## config.mk

```make
export PLATFORM = sky130hd
export DESIGN_NAME = me_stage_axi_flat
export DESIGN_NICKNAME = d
export VERILOG_FILES = /design/src/rtl/me_stage_axi_pkg.sv /design/src/rtl/me_stage_axi_if.sv /design/src/rtl/me_stage_axi_lsu_align.sv /design/src/rtl/me_stage_axi.sv /design/src/flat_wrapper.sv
export SDC_FILE = /design/constraint.sdc
export NUM_CORES = 1
export LEC_CHECK = 0
export ABC_CLOCK_PERIOD_IN_PS = 2150
export BUFFER_PORTS_ARGS = -buffer_cell sky130_fd_sc_hd__buf_4
export CAP_MARGIN = 20
export CORE_MARGIN = 2
export CORE_UTILIZATION = 45
export CTS_CLUSTER_DIAMETER = 120
export DETAILED_ROUTE_END_ITERATION = 8
export GPL_ROUTABILITY_DRIVEN = 0
export HOLD_SLACK_MARGIN = 0.08
export PLACE_DENSITY_LB_ADDON = 0.25
export SYNTH_ARGS = -nofsm -noshare
export SYNTH_HDL_FRONTEND = slang
export SYNTH_HIERARCHICAL = 1
export SYNTH_SLANG_ARGS = --single-unit
```

## constraint.sdc

```tcl
create_clock -name clk -period 2.15 [get_ports clk]
set_clock_uncertainty 0.2 [all_clocks]
set_input_delay 0.215 -clock clk [delete_from_list [all_inputs] [get_ports clk]]
set_output_delay 0.215 -clock clk [all_outputs]
set_load 0.005 [all_outputs]
```

## src/rtl/me_stage_axi_pkg.sv

```systemverilog
// Shared definitions for the MEM stage: memory access size codes, the EX->ME and
// ME->WB bus layouts (packed structs, MSB first), the ME access state encoding and
// the misaligned-access test used on both the incoming and the held instruction.
package me_stage_axi_pkg;

  localparam int unsigned DEST_W = 5;
  localparam int unsigned EXB_W  = 108;
  localparam int unsigned WBB_W  = 71;

  localparam logic [1:0] SizeByte = 2'd0;
  localparam logic [1:0] SizeHalf = 2'd1;
  localparam logic [1:0] SizeWord = 2'd2;

  typedef struct packed {
    logic [31:0]       pc;
    logic [31:0]       alu_result;
    logic [31:0]       rkd_value;
    logic              mem_en;
    logic              mem_we;
    logic [1:0]        mem_size;
    logic              mem_sign;
    logic              res_from_mem;
    logic              gr_we;
    logic [DEST_W-1:0] dest;
  } ex_bus_t;

  typedef struct packed {
    logic [31:0]       pc;
    logic [31:0]       final_result;
    logic              gr_we;
    logic [DEST_W-1:0] dest;
    logic              ale;
  } wb_bus_t;

  typedef enum logic [1:0] {
    StIdle = 2'd0,
    StReq  = 2'd1,
    StWait = 2'd2,
    StDone = 2'd3
  } me_state_e;

  function automatic logic is_ale(input logic mem_en, input logic [1:0] size,
                                  input logic [1:0] addr_lo);
    return mem_en && (((size == SizeHalf) && addr_lo[0]) ||
                      ((size == SizeWord) && (addr_lo != 2'b00)));
  endfunction

endpackage

```

## src/rtl/me_stage_axi_if.sv

```systemverilog
// Data-memory request/response channel between the MEM stage (master) and memory (slave).
// Request side: data_req/data_wr/data_size/data_wstrb/data_addr/data_wdata.
// Response side: data_addr_ok (request taken), data_ok (read data or write ack), data_rdata.
interface me_stage_axi_if;
  logic        data_req;
  logic        data_wr;
  logic [1:0]  data_size;
  logic [3:0]  data_wstrb;
  logic [31:0] data_addr;
  logic [31:0] data_wdata;
  logic        data_addr_ok;
  logic        data_ok;
  logic [31:0] data_rdata;

  modport master (
    output data_req, data_wr, data_size, data_wstrb, data_addr, data_wdata,
    input  data_addr_ok, data_ok, data_rdata
  );

  modport slave (
    input  data_req, data_wr, data_size, data_wstrb, data_addr, data_wdata,
    output data_addr_ok, data_ok, data_rdata
  );
endinterface

```

## src/rtl/me_stage_axi_lsu_align.sv

```systemverilog
// Combinational lane logic for sub-word accesses.
// Inputs : size_i, addr_lo_i (addr[1:0]), sign_i, wdata_i (store data), rdata_i (read data).
// Outputs: wstrb_o (byte enables), wdata_o (lane-replicated store data),
//          rdata_o (selected lane, sign- or zero-extended).
module me_stage_axi_lsu_align
  import me_stage_axi_pkg::*;
(
  input  logic [1:0]  size_i,
  input  logic [1:0]  addr_lo_i,
  input  logic        sign_i,
  input  logic [31:0] wdata_i,
  input  logic [31:0] rdata_i,
  output logic [3:0]  wstrb_o,
  output logic [31:0] wdata_o,
  output logic [31:0] rdata_o
);

  logic [15:0] lane;

  always_comb begin
    // Shifting by the byte offset puts the addressed byte/half at bit 0.
    lane    = 16'(rdata_i >> {addr_lo_i, 3'b000});
    wstrb_o = 4'b1111;
    wdata_o = wdata_i;
    rdata_o = rdata_i;
    case (size_i)
      SizeByte: begin
        wstrb_o = 4'b0001 << addr_lo_i;
        wdata_o = {4{wdata_i[7:0]}};
        rdata_o = {{24{sign_i & lane[7]}}, lane[7:0]};
      end
      SizeHalf: begin
        wstrb_o = 4'b0011 << {addr_lo_i[1], 1'b0};
        wdata_o = {2{wdata_i[15:0]}};
        rdata_o = {{16{sign_i & lane[15]}}, lane};
      end
      default: ;
    endcase
  end

endmodule

```

## src/rtl/me_stage_axi.sv

```systemverilog
// LoongArch MEM stage with a variable-latency req/addr_ok/data_ok data-memory port.
// Ports: clk/resetn; EX side ex_valid_i, me_allowin_o, ex_to_me_bus_i; WB side wb_allowin_i,
//        me_valid_o, me_to_wb_bus_o; flush_i; dmem (memory master); forwarding fwd_valid_o,
//        fwd_dest_o, fwd_data_o, fwd_block_o (load result not yet available).
module me_stage_axi
  import me_stage_axi_pkg::*;
(
  input  logic               clk,
  input  logic               resetn,
  input  logic               ex_valid_i,
  output logic               me_allowin_o,
  input  logic [EXB_W-1:0]   ex_to_me_bus_i,
  input  logic               wb_allowin_i,
  output logic               me_valid_o,
  output logic [WBB_W-1:0]   me_to_wb_bus_o,
  input  logic               flush_i,
  me_stage_axi_if.master     dmem,
  output logic               fwd_valid_o,
  output logic [DEST_W-1:0]  fwd_dest_o,
  output logic [31:0]        fwd_data_o,
  output logic               fwd_block_o
);

  me_state_e   state_q, state_d;
  logic        me_valid_q, me_valid_d;
  ex_bus_t     bus_q, ex_bus;
  logic [1:0]  cancel_q, cancel_d;
  logic [31:0] load_q, load_d;
  logic [31:0] load_ext;
  logic [3:0]  wstrb;
  logic        ale, need_mem, ready_go, accept, ex_need_mem, gr_we_eff;
  wb_bus_t     wb;

  assign ex_bus      = ex_bus_t'(ex_to_me_bus_i);
  assign ale         = is_ale(bus_q.mem_en, bus_q.mem_size, bus_q.alu_result[1:0]);
  assign need_mem    = me_valid_q && bus_q.mem_en && !ale;
  assign ready_go    = !need_mem || (state_q == StDone);
  assign me_allowin_o = !me_valid_q || (ready_go && wb_allowin_i);
  assign accept      = ex_valid_i && me_allowin_o;
  assign ex_need_mem = ex_bus.mem_en &&
                       !is_ale(ex_bus.mem_en, ex_bus.mem_size, ex_bus.alu_result[1:0]);

  me_stage_axi_lsu_align u_align (
    .size_i    (bus_q.mem_size),
    .addr_lo_i (bus_q.alu_result[1:0]),
    .sign_i    (bus_q.mem_sign),
    .wdata_i   (bus_q.rkd_value),
    .rdata_i   (dmem.data_rdata),
    .wstrb_o   (wstrb),
    .wdata_o   (dmem.data_wdata),
    .rdata_o   (load_ext)
  );

  always_comb begin
    state_d  = state_q;
    cancel_d = cancel_q;
    load_d   = load_q;
    // Responses owed to flushed accesses are swallowed; cancel_q is only nonzero in StIdle.
    if ((cancel_q != 2'd0) && dmem.data_ok) cancel_d = cancel_q - 2'd1;
    case (state_q)
      StIdle: begin
        if (need_mem && (cancel_q == 2'd0) && !flush_i) state_d = StReq;
      end
      StReq: begin
        if (flush_i) begin
          state_d = StIdle;
          // Accepted but unanswered: its data_ok is still to come.
          if (dmem.data_addr_ok && !dmem.data_ok) begin
            cancel_d = (cancel_q == 2'd3) ? cancel_q : cancel_q + 2'd1;
          end
        end else if (dmem.data_addr_ok) begin
          if (dmem.data_ok) begin
            state_d = StDone;
            load_d  = load_ext;
          end else begin
            state_d = StWait;
          end
        end
      end
      StWait: begin
        if (flush_i) begin
          state_d = StIdle;
          if (!dmem.data_ok) cancel_d = (cancel_q == 2'd3) ? cancel_q : cancel_q + 2'd1;
        end else if (dmem.data_ok) begin
          state_d = StDone;
          load_d  = load_ext;
        end
      end
      StDone: begin
        if (flush_i) begin
          state_d = StIdle;
        end else if (wb_allowin_i) begin
          // Back-to-back memory ops skip the idle cycle.
          state_d = (accept && ex_need_mem) ? StReq : StIdle;
        end
      end
      default: state_d = StIdle;
    endcase
  end

  always_comb begin
    me_valid_d = me_valid_q;
    if (flush_i) begin
      me_valid_d = 1'b0;
    end else if (me_allowin_o) begin
      me_valid_d = ex_valid_i;
    end
  end

  always_ff @(posedge clk or negedge resetn) begin
    if (!resetn) begin
      state_q    <= StIdle;
      me_valid_q <= 1'b0;
      bus_q      <= '0;
      cancel_q   <= 2'd0;
      load_q     <= 32'd0;
    end else begin
      state_q    <= state_d;
      me_valid_q <= me_valid_d;
      cancel_q   <= cancel_d;
      load_q     <= load_d;
      if (accept) bus_q <= ex_bus;
    end
  end

  assign dmem.data_req   = (state_q == StReq);
  assign dmem.data_wr    = bus_q.mem_we;
  assign dmem.data_size  = bus_q.mem_size;
  assign dmem.data_addr  = bus_q.alu_result;
  assign dmem.data_wstrb = bus_q.mem_we ? wstrb : 4'b0000;

  assign gr_we_eff       = bus_q.gr_we && !ale;
  assign wb.pc           = bus_q.pc;
  assign wb.final_result = bus_q.res_from_mem ? load_q : bus_q.alu_result;
  assign wb.gr_we        = gr_we_eff;
  assign wb.dest         = bus_q.dest;
  assign wb.ale          = ale;
  assign me_to_wb_bus_o  = wb;
  assign me_valid_o      = me_valid_q;

  assign fwd_valid_o = me_valid_q && gr_we_eff;
  assign fwd_dest_o  = bus_q.dest;
  assign fwd_data_o  = wb.final_result;
  assign fwd_block_o = fwd_valid_o && bus_q.res_from_mem && (state_q != StDone);

endmodule

```

## src/flat_wrapper.sv

```systemverilog
// flat-port wrapper written by rule: the top's interface ports become plain ports
module me_stage_axi_flat import me_stage_axi_pkg::*;
  (clk, resetn, ex_valid_i, me_allowin_o, ex_to_me_bus_i, wb_allowin_i, me_valid_o, me_to_wb_bus_o, flush_i, fwd_valid_o, fwd_dest_o, fwd_data_o, fwd_block_o, dmem_data_req, dmem_data_wr, dmem_data_size, dmem_data_wstrb, dmem_data_addr, dmem_data_wdata, dmem_data_addr_ok, dmem_data_ok, dmem_data_rdata);
  me_stage_axi_if dmem_i ();
  input  logic clk;
  input  logic resetn;
  input  logic ex_valid_i;
  output logic me_allowin_o;
  input  logic [EXB_W-1:0] ex_to_me_bus_i;
  input  logic wb_allowin_i;
  output logic me_valid_o;
  output logic [WBB_W-1:0] me_to_wb_bus_o;
  input  logic flush_i;
  output logic fwd_valid_o;
  output logic [DEST_W-1:0] fwd_dest_o;
  output logic [31:0] fwd_data_o;
  output logic fwd_block_o;
  output wire logic [$bits(dmem_i.data_req)-1:0] dmem_data_req;
  output wire logic [$bits(dmem_i.data_wr)-1:0] dmem_data_wr;
  output wire logic [$bits(dmem_i.data_size)-1:0] dmem_data_size;
  output wire logic [$bits(dmem_i.data_wstrb)-1:0] dmem_data_wstrb;
  output wire logic [$bits(dmem_i.data_addr)-1:0] dmem_data_addr;
  output wire logic [$bits(dmem_i.data_wdata)-1:0] dmem_data_wdata;
  input wire logic [$bits(dmem_i.data_addr_ok)-1:0] dmem_data_addr_ok;
  input wire logic [$bits(dmem_i.data_ok)-1:0] dmem_data_ok;
  input wire logic [$bits(dmem_i.data_rdata)-1:0] dmem_data_rdata;
  assign dmem_data_req = dmem_i.data_req;
  assign dmem_data_wr = dmem_i.data_wr;
  assign dmem_data_size = dmem_i.data_size;
  assign dmem_data_wstrb = dmem_i.data_wstrb;
  assign dmem_data_addr = dmem_i.data_addr;
  assign dmem_data_wdata = dmem_i.data_wdata;
  assign dmem_i.data_addr_ok = dmem_data_addr_ok;
  assign dmem_i.data_ok = dmem_data_ok;
  assign dmem_i.data_rdata = dmem_data_rdata;
  me_stage_axi u_core (.clk(clk), .resetn(resetn), .ex_valid_i(ex_valid_i), .me_allowin_o(me_allowin_o), .ex_to_me_bus_i(ex_to_me_bus_i), .wb_allowin_i(wb_allowin_i), .me_valid_o(me_valid_o), .me_to_wb_bus_o(me_to_wb_bus_o), .flush_i(flush_i), .dmem(dmem_i), .fwd_valid_o(fwd_valid_o), .fwd_dest_o(fwd_dest_o), .fwd_data_o(fwd_data_o), .fwd_block_o(fwd_block_o));
endmodule
```

Yosys cells after proc, flatten, opt, wreduce, memory -nomap -nowiden
Index checks and enable logic that the tools add are counted.
- $add $sub $neg: 2
- eq/ne operators: 16
- shift operators: 3
- multiplexer cells: 29
- bitwise operators: 2
- reductions and logical operators: 40
- operator list (operator ; number):
    $pmux 32 s2 ; 3
    $mux 32 ; 5
    $shr 32x5->16 ; 1
    $mux 2 ; 13
    $logic_and 1x1->1 ; 20
    $eq 2x2->1 const B ; 5
    $reduce_bool 2->1 ; 5
    $pmux 2 s4 ; 1
    $pmux 4 s2 ; 1
    $reduce_and 4->1 ; 2
    $eq 2x1->1 const B ; 3
    $logic_not 1->1 ; 6
    $logic_not 2->1 ; 3
    $ne 2x2->1 const B ; 3
    $ne 3x3->1 const B ; 2
    $logic_or 1x1->1 ; 4
    $mux 1 ; 4
    $mux 4 ; 1
    $ne 2x1->1 const B ; 2
    $pmux 2 s2 ; 1
    $shl 1x2->4 const A ; 1
    $shl 2x2->4 const A ; 1
    $ne 3x2->1 const B ; 1
    $add 2x1->2 const B ; 1
    other kinds (2) ; 3
- register bits after elaboration: 145
- input port bits: 147
- output and inout bits: 184
- logic and storage cells: 106

Longest topological paths before layout
- depth in word-level cells: 16
- depth in mapped cells: 8
- depth with buffers taken out: 6

Modules after synthesis
The synthesis kept the hierarchy.
- modules (own cells, without submodules) (module ; instances ; cells each ; area an instance (µm²) ; seq. area each (µm²)):
    me_stage_axi ; 1 ; 511 ; 7058.0 ; 3628.5
    me_stage_axi_lsu_align ; 1 ; 200 ; 1282.5 ; 0.0

Least setup slack after synthesis
Ideal clock, no wire load.
- kind: register -> register
- from: register u_core.bus_q, in the netlist u_core/dmem.data_size[0]
- to: register u_core/bus_q[12] (netlist name)
- library setup time: 125 ps
- arrival time: 1824 ps
- required time: 1825 ps
- slack: 1 ps
- cell stages (with the launch flop): 8
- buffers on the path: 3
- clock period less this slack: 2149 ps
- path through: dfrtp_1 > xor2_1 > a2111oi_4 > nor3b_2 > buf_6 > buf_6 > buf_6 > mux2_4
- cells in the longest elaborated chain, start to end: 11
- RTL lines (element ; line ; text):
    start: declaration ; me_stage_axi.sv:26 ; ex_bus_t bus_q, ex_bus;
    start signal: assignment ; me_stage_axi.sv:122 ; if (accept) bus_q <= ex_bus;
    $eq 2x1->1 or $eq 2x2->1 (tied branches) ; me_stage_axi_pkg.sv:44, me_stage_axi_pkg.sv:45 ;
    $logic_and 1x1->1, on equally long branches ; me_stage_axi_pkg.sv:44, me_stage_axi_pkg.sv:45 ;
    $logic_or 1x1->1 (*) ; me_stage_axi_pkg.sv:44 ; return mem_en && (((size == SizeHalf) && addr_lo[0]) ||
    $logic_and 1x1->1 (*) ; me_stage_axi_pkg.sv:44 ;
    $logic_not 1->1 (*) ; me_stage_axi.sv:36 ; assign need_mem = me_valid_q && bus_q.mem_en && !ale;
    $logic_and 1x1->1 (*) ; me_stage_axi.sv:36 ;
    $logic_not 1->1 (*) ; me_stage_axi.sv:37 ; assign ready_go = !need_mem || (state_q == StDone);
    $logic_or 1x1->1 (*) ; me_stage_axi.sv:37 ;
    $logic_and 1x1->1 (*) ; me_stage_axi.sv:38 ; assign me_allowin_o = !me_valid_q || (ready_go && wb_allowin_i);
    $logic_or 1x1->1 (*) ; me_stage_axi.sv:38 ;
    $logic_and 1x1->1 (*) ; me_stage_axi.sv:39 ; assign accept = ex_valid_i && me_allowin_o;
Mark *: on every way between the ends. The rest lies on a longest branch, timed or not.
A chain may end at the register's enable or synchronous reset.

Worst setup path after layout
- from: register u_core.bus_q, in the netlist u_core/dmem.data_size[0]
- to: register u_core/bus_q[16] (netlist name)
The elaborated chain is that of the path after synthesis.

==> impl_metrics.tcl <==
set metrics [dict create \
    rsz0062_at_grt "true" \
    peakVddDrop_v 0.000596 \
    grt_pass1_vias 7198 \
    syn_inst 711 \
    dp_hpwl_um 16200 \
    first_pass_iters 9 \
    gr-total-overflow 0 \
    cp_max_fo 9 \
    p_per_area_nw_per_um2 1010 \
    maxSlewViolCount 0 \
    finalCriticalPeriod_ns 2.23 \
    grt_use_total_pct 25.1 \
    drt-total-wl_um 25200 \
    synthAdderAreaFrac_pct 1.05 \
    post-route-util_pct 70.9 \
    synth_nets 865 \
    drive_above_1_share_pct 55.0 \
    grt_pass1_wl_um 39000 \
    synthArstFlopShare_pct 100 \
    synth-simple-area-share_pct 7.11 \
    die_w_um 140 \
    worst_setup_path_end_kind "flop" \
    path_clk_slew_ns 0.07 \
    synth-compound-area-share_pct 5.01 \
    num_antenna_cells 0 \
    ios 331 \
    finalWorstSetupSlack_ns -0.0832 \
    cts_buffer_depth 2 \
    p_leak_uw 0.00621 \
    ys_ff_latch 145 \
    ys.flop_type "dfrtp_1" \
    synth.cell_area_um2 8340 \
    violations "design-rule violations, negative setup slack" \
    vias 6621 \
    antenna_found_initial 0 \
    synth_xor_area_share_pct 0.210 \
    rows 49 \
    synthMuxAreaShare_pct 29.5 \
    drtIter0Drc 319 \
    synth_edf_count 0 \
    grt_max_degree 53 \
    cp.arrival_ns 2.33 \
    io_buffers 330 \
    post_drt_wl_per_cell_um 18.8 \
    tightest_slew_ns 0.504 \
    synthToLayoutAreaGrowth_pct 53.7 \
    hold_slack_ns 0.131 \
    dieArea_um2 19600 \
    core_um2 18100 \
    finalHoldViolCount 0 \
    cts_buffers 17 \
    synthDistinctLibCells 49 \
    nNetsFinal 1251 \
    status "finished, violations left" \
    drtAntennaViolNets 0 \
    fmax_mhz 448 \
    seq_area_frac_synth_pct 43.5 \
    cts_tree "done" \
    fillCellCount 1235 \
    maxSlewHeadroom_pct 66.4 \
    clk_latency_ns 0.42 \
    cts_max_level 4 \
    fin_crit_sh_pct 104 \
    cp.required_ns 2.25 \
    avgSynthCellArea_um2 11.7 \
    initial_core_util_pct 46.1 \
    clock-root-buffer "clkbuf_16" \
    hold_path.class "in -> async" \
    cts_num_sinks 145 \
    crit_type "reg -> reg" \
    via_per_inst 4.94 \
    p_total_uw 12900 \
    drc 22 \
    drv_cap 0 \
    synth_top_family_by_area "multiplexers" \
    finalSetupViolCount 114 \
    start_kind "flop" \
    synth_warnings 6 \
    die_y_um 140 \
]
-- cell usage after synthesis, types with 2 or more instances --
| cell | instances | area share (%) |
|---|---|---|
| and3b_1 | 2 | 0.21 |
| buf_4 | 120 | 11 |
| buf_2 | 17 | 1.0 |
| a31oi_1 | 3 | 0.23 |
| nand3_1 | 2 | 0.12 |
| buf_6 | 7 | 0.95 |
| and2_1 | 5 | 0.38 |
| nor3_1 | 4 | 0.24 |
| o21bai_1 | 4 | 0.36 |
| inv_1 | 7 | 0.32 |
| mux2i_1 | 26 | 3.1 |
| ha_1 | 7 | 1.1 |
| mux2_2 | 169 | 23 |
| mux2_4 | 20 | 3.6 |
| a21o_1 | 3 | 0.27 |
| o2bb2ai_1 | 8 | 0.84 |
| clkbuf_1 | 10 | 0.45 |
| dfrtp_1 | 145 | 44 |
| nor2_1 | 16 | 0.72 |
| nand2_1 | 59 | 2.7 |
| o21ai_0 | 15 | 0.90 |
| a21oi_1 | 18 | 1.1 |
| nand2b_1 | 5 | 0.38 |
| nor2b_1 | 14 | 1.1 |
-- logic make-up after synthesis --
family                     Yosys count
buffers and inverters              162
muxes                              215
and+or+nand+nor                    118
AOI/OAI and AO/OA                   62
DFF                                145
adders and majority gates            7
xor gates and xnor gates             2
-- through the flow --
step | setup TNS, ns | instances | instance area (µm²) | setup slack (ns)
3_5_place_dp | -0.224 | 1149 | 10400 | -0.0247
2_1_floorplan | 0 | 711 | 8340 | 0.00107
4_1_cts | -3.34 | 1336 | 12700 | -0.0668
3_3_place_gp | 0 | 1149 | 10400 | 0.0159
6_report | -4.28 | 1339 | 12800 | -0.0832
5_1_grt | -13.37 | 1339 | 12800 | -0.160
-- layer usage --
metal	vias to the layer above	GRT usage, %	routed length, µm
met3	38	5.85	1550
li1	3109	-	-
met2	244	44.5	13100
met5	-	0	0
met4	0	8.35	560
met1	3230	30.0	9990
-- state kept, by name, summed over array words and instances, names as in the netlist --
signal,count
u_core/fwd_dest_o,5
u_core/bus_q,36
u_core/dmem.data_addr,32
u_core/cancel_q,2
u_core/me_valid_o,1
u_core/dmem.data_wr,1
u_core/state_q,2
u_core/dmem.data_size,2
u_core/load_q,32
u_core/me_to_wb_bus_o,32
-- critical path, stage by stage (launching register included) --
cell and delay (ns):
dfrtp_2 0.44, and3b_2 0.30, a2111oi_4 0.05, buf_4 0.15, nor3b_4 0.25, buf_12 0.19, buf_4 0.17, mux2_2 0.36
-- area by class of cell --
cell class / count / area [µm²] / share of cell area, %
Timing Repair Buffer: 522 / 4500 / 35.1
Clock inverter: 13 / 125 / 0.976
Tap cell: 229 / 287 / 2.23
Clock buffer: 19 / 433 / 3.38
Inverter: 7 / 26.3 / 0.205
Multi-Input combinational cell: 404 / 3820 / 29.8
Sequential cell: 145 / 3630 / 28.3
-- what timing repair did --
item | in CTS | in global routing
pin swaps | 7 | 2
gates cloned | 0 | 2
hold endpoints to repair | 289 | 0
endpoints found under the setup margin | 86 | 153
setup buffers | 8 | 1
hold buffers | 147 | 0
resized for setup | 45 | 27
-- final timing paths --
kind	cells past startpoint	startpoint	slack (ns)	end
max	7	u_core/dmem.data_size[0]	-0.08	u_core/bus_q[16]
min	2	resetn	0.13	u_core/dmem.data_addr[27]
max reg2reg	7	u_core/dmem.data_size[0]	-0.08	u_core/bus_q[16]
min reg2reg	1	u_core/load_q[0]	0.31	u_core/load_q[0]
max in group asynchronous	3	resetn	0.95	u_core/me_to_wb_bus_o[65]
min in group clk	1	u_core/load_q[0]	0.31	u_core/load_q[0]
-- power by group --
group | total (µW) | switching, µW | internal (µW) | leakage [µW]
logic | 5950 | 2320 | 3630 | 0.00424
registers | 4150 | 618 | 3530 | 0.00171
clock network | 2860 | 1240 | 1610 | 0.000258
-- cell usage in the layout (no fill, tap or decap), types with 3 or more instances in the layout --
| cell type | n |
|---|---|
| nor2b_1 | 14 |
| mux2i_1 | 26 |
| nor2_1 | 15 |
| a31oi_1 | 3 |
| dfrtp_2 | 4 |
| nand2_1 | 58 |
| o2bb2ai_1 | 8 |
| mux2_4 | 74 |
| mux2_2 | 115 |
| dfrtp_1 | 141 |
| buf_4 | 355 |
| nor3_1 | 3 |
| nand2b_1 | 5 |
| dlygate4sd3_1 | 147 |
| o21bai_1 | 4 |
| buf_6 | 4 |
| a21o_1 | 3 |
| and2_1 | 4 |
| inv_6 | 6 |
| ha_1 | 7 |
| a21oi_1 | 18 |
| clkinvlp_4 | 5 |
| buf_12 | 12 |
| inv_1 | 7 |
| clkbuf_16 | 19 |
| o21ai_0 | 15 |
Power figures use the tool's default switching activity.
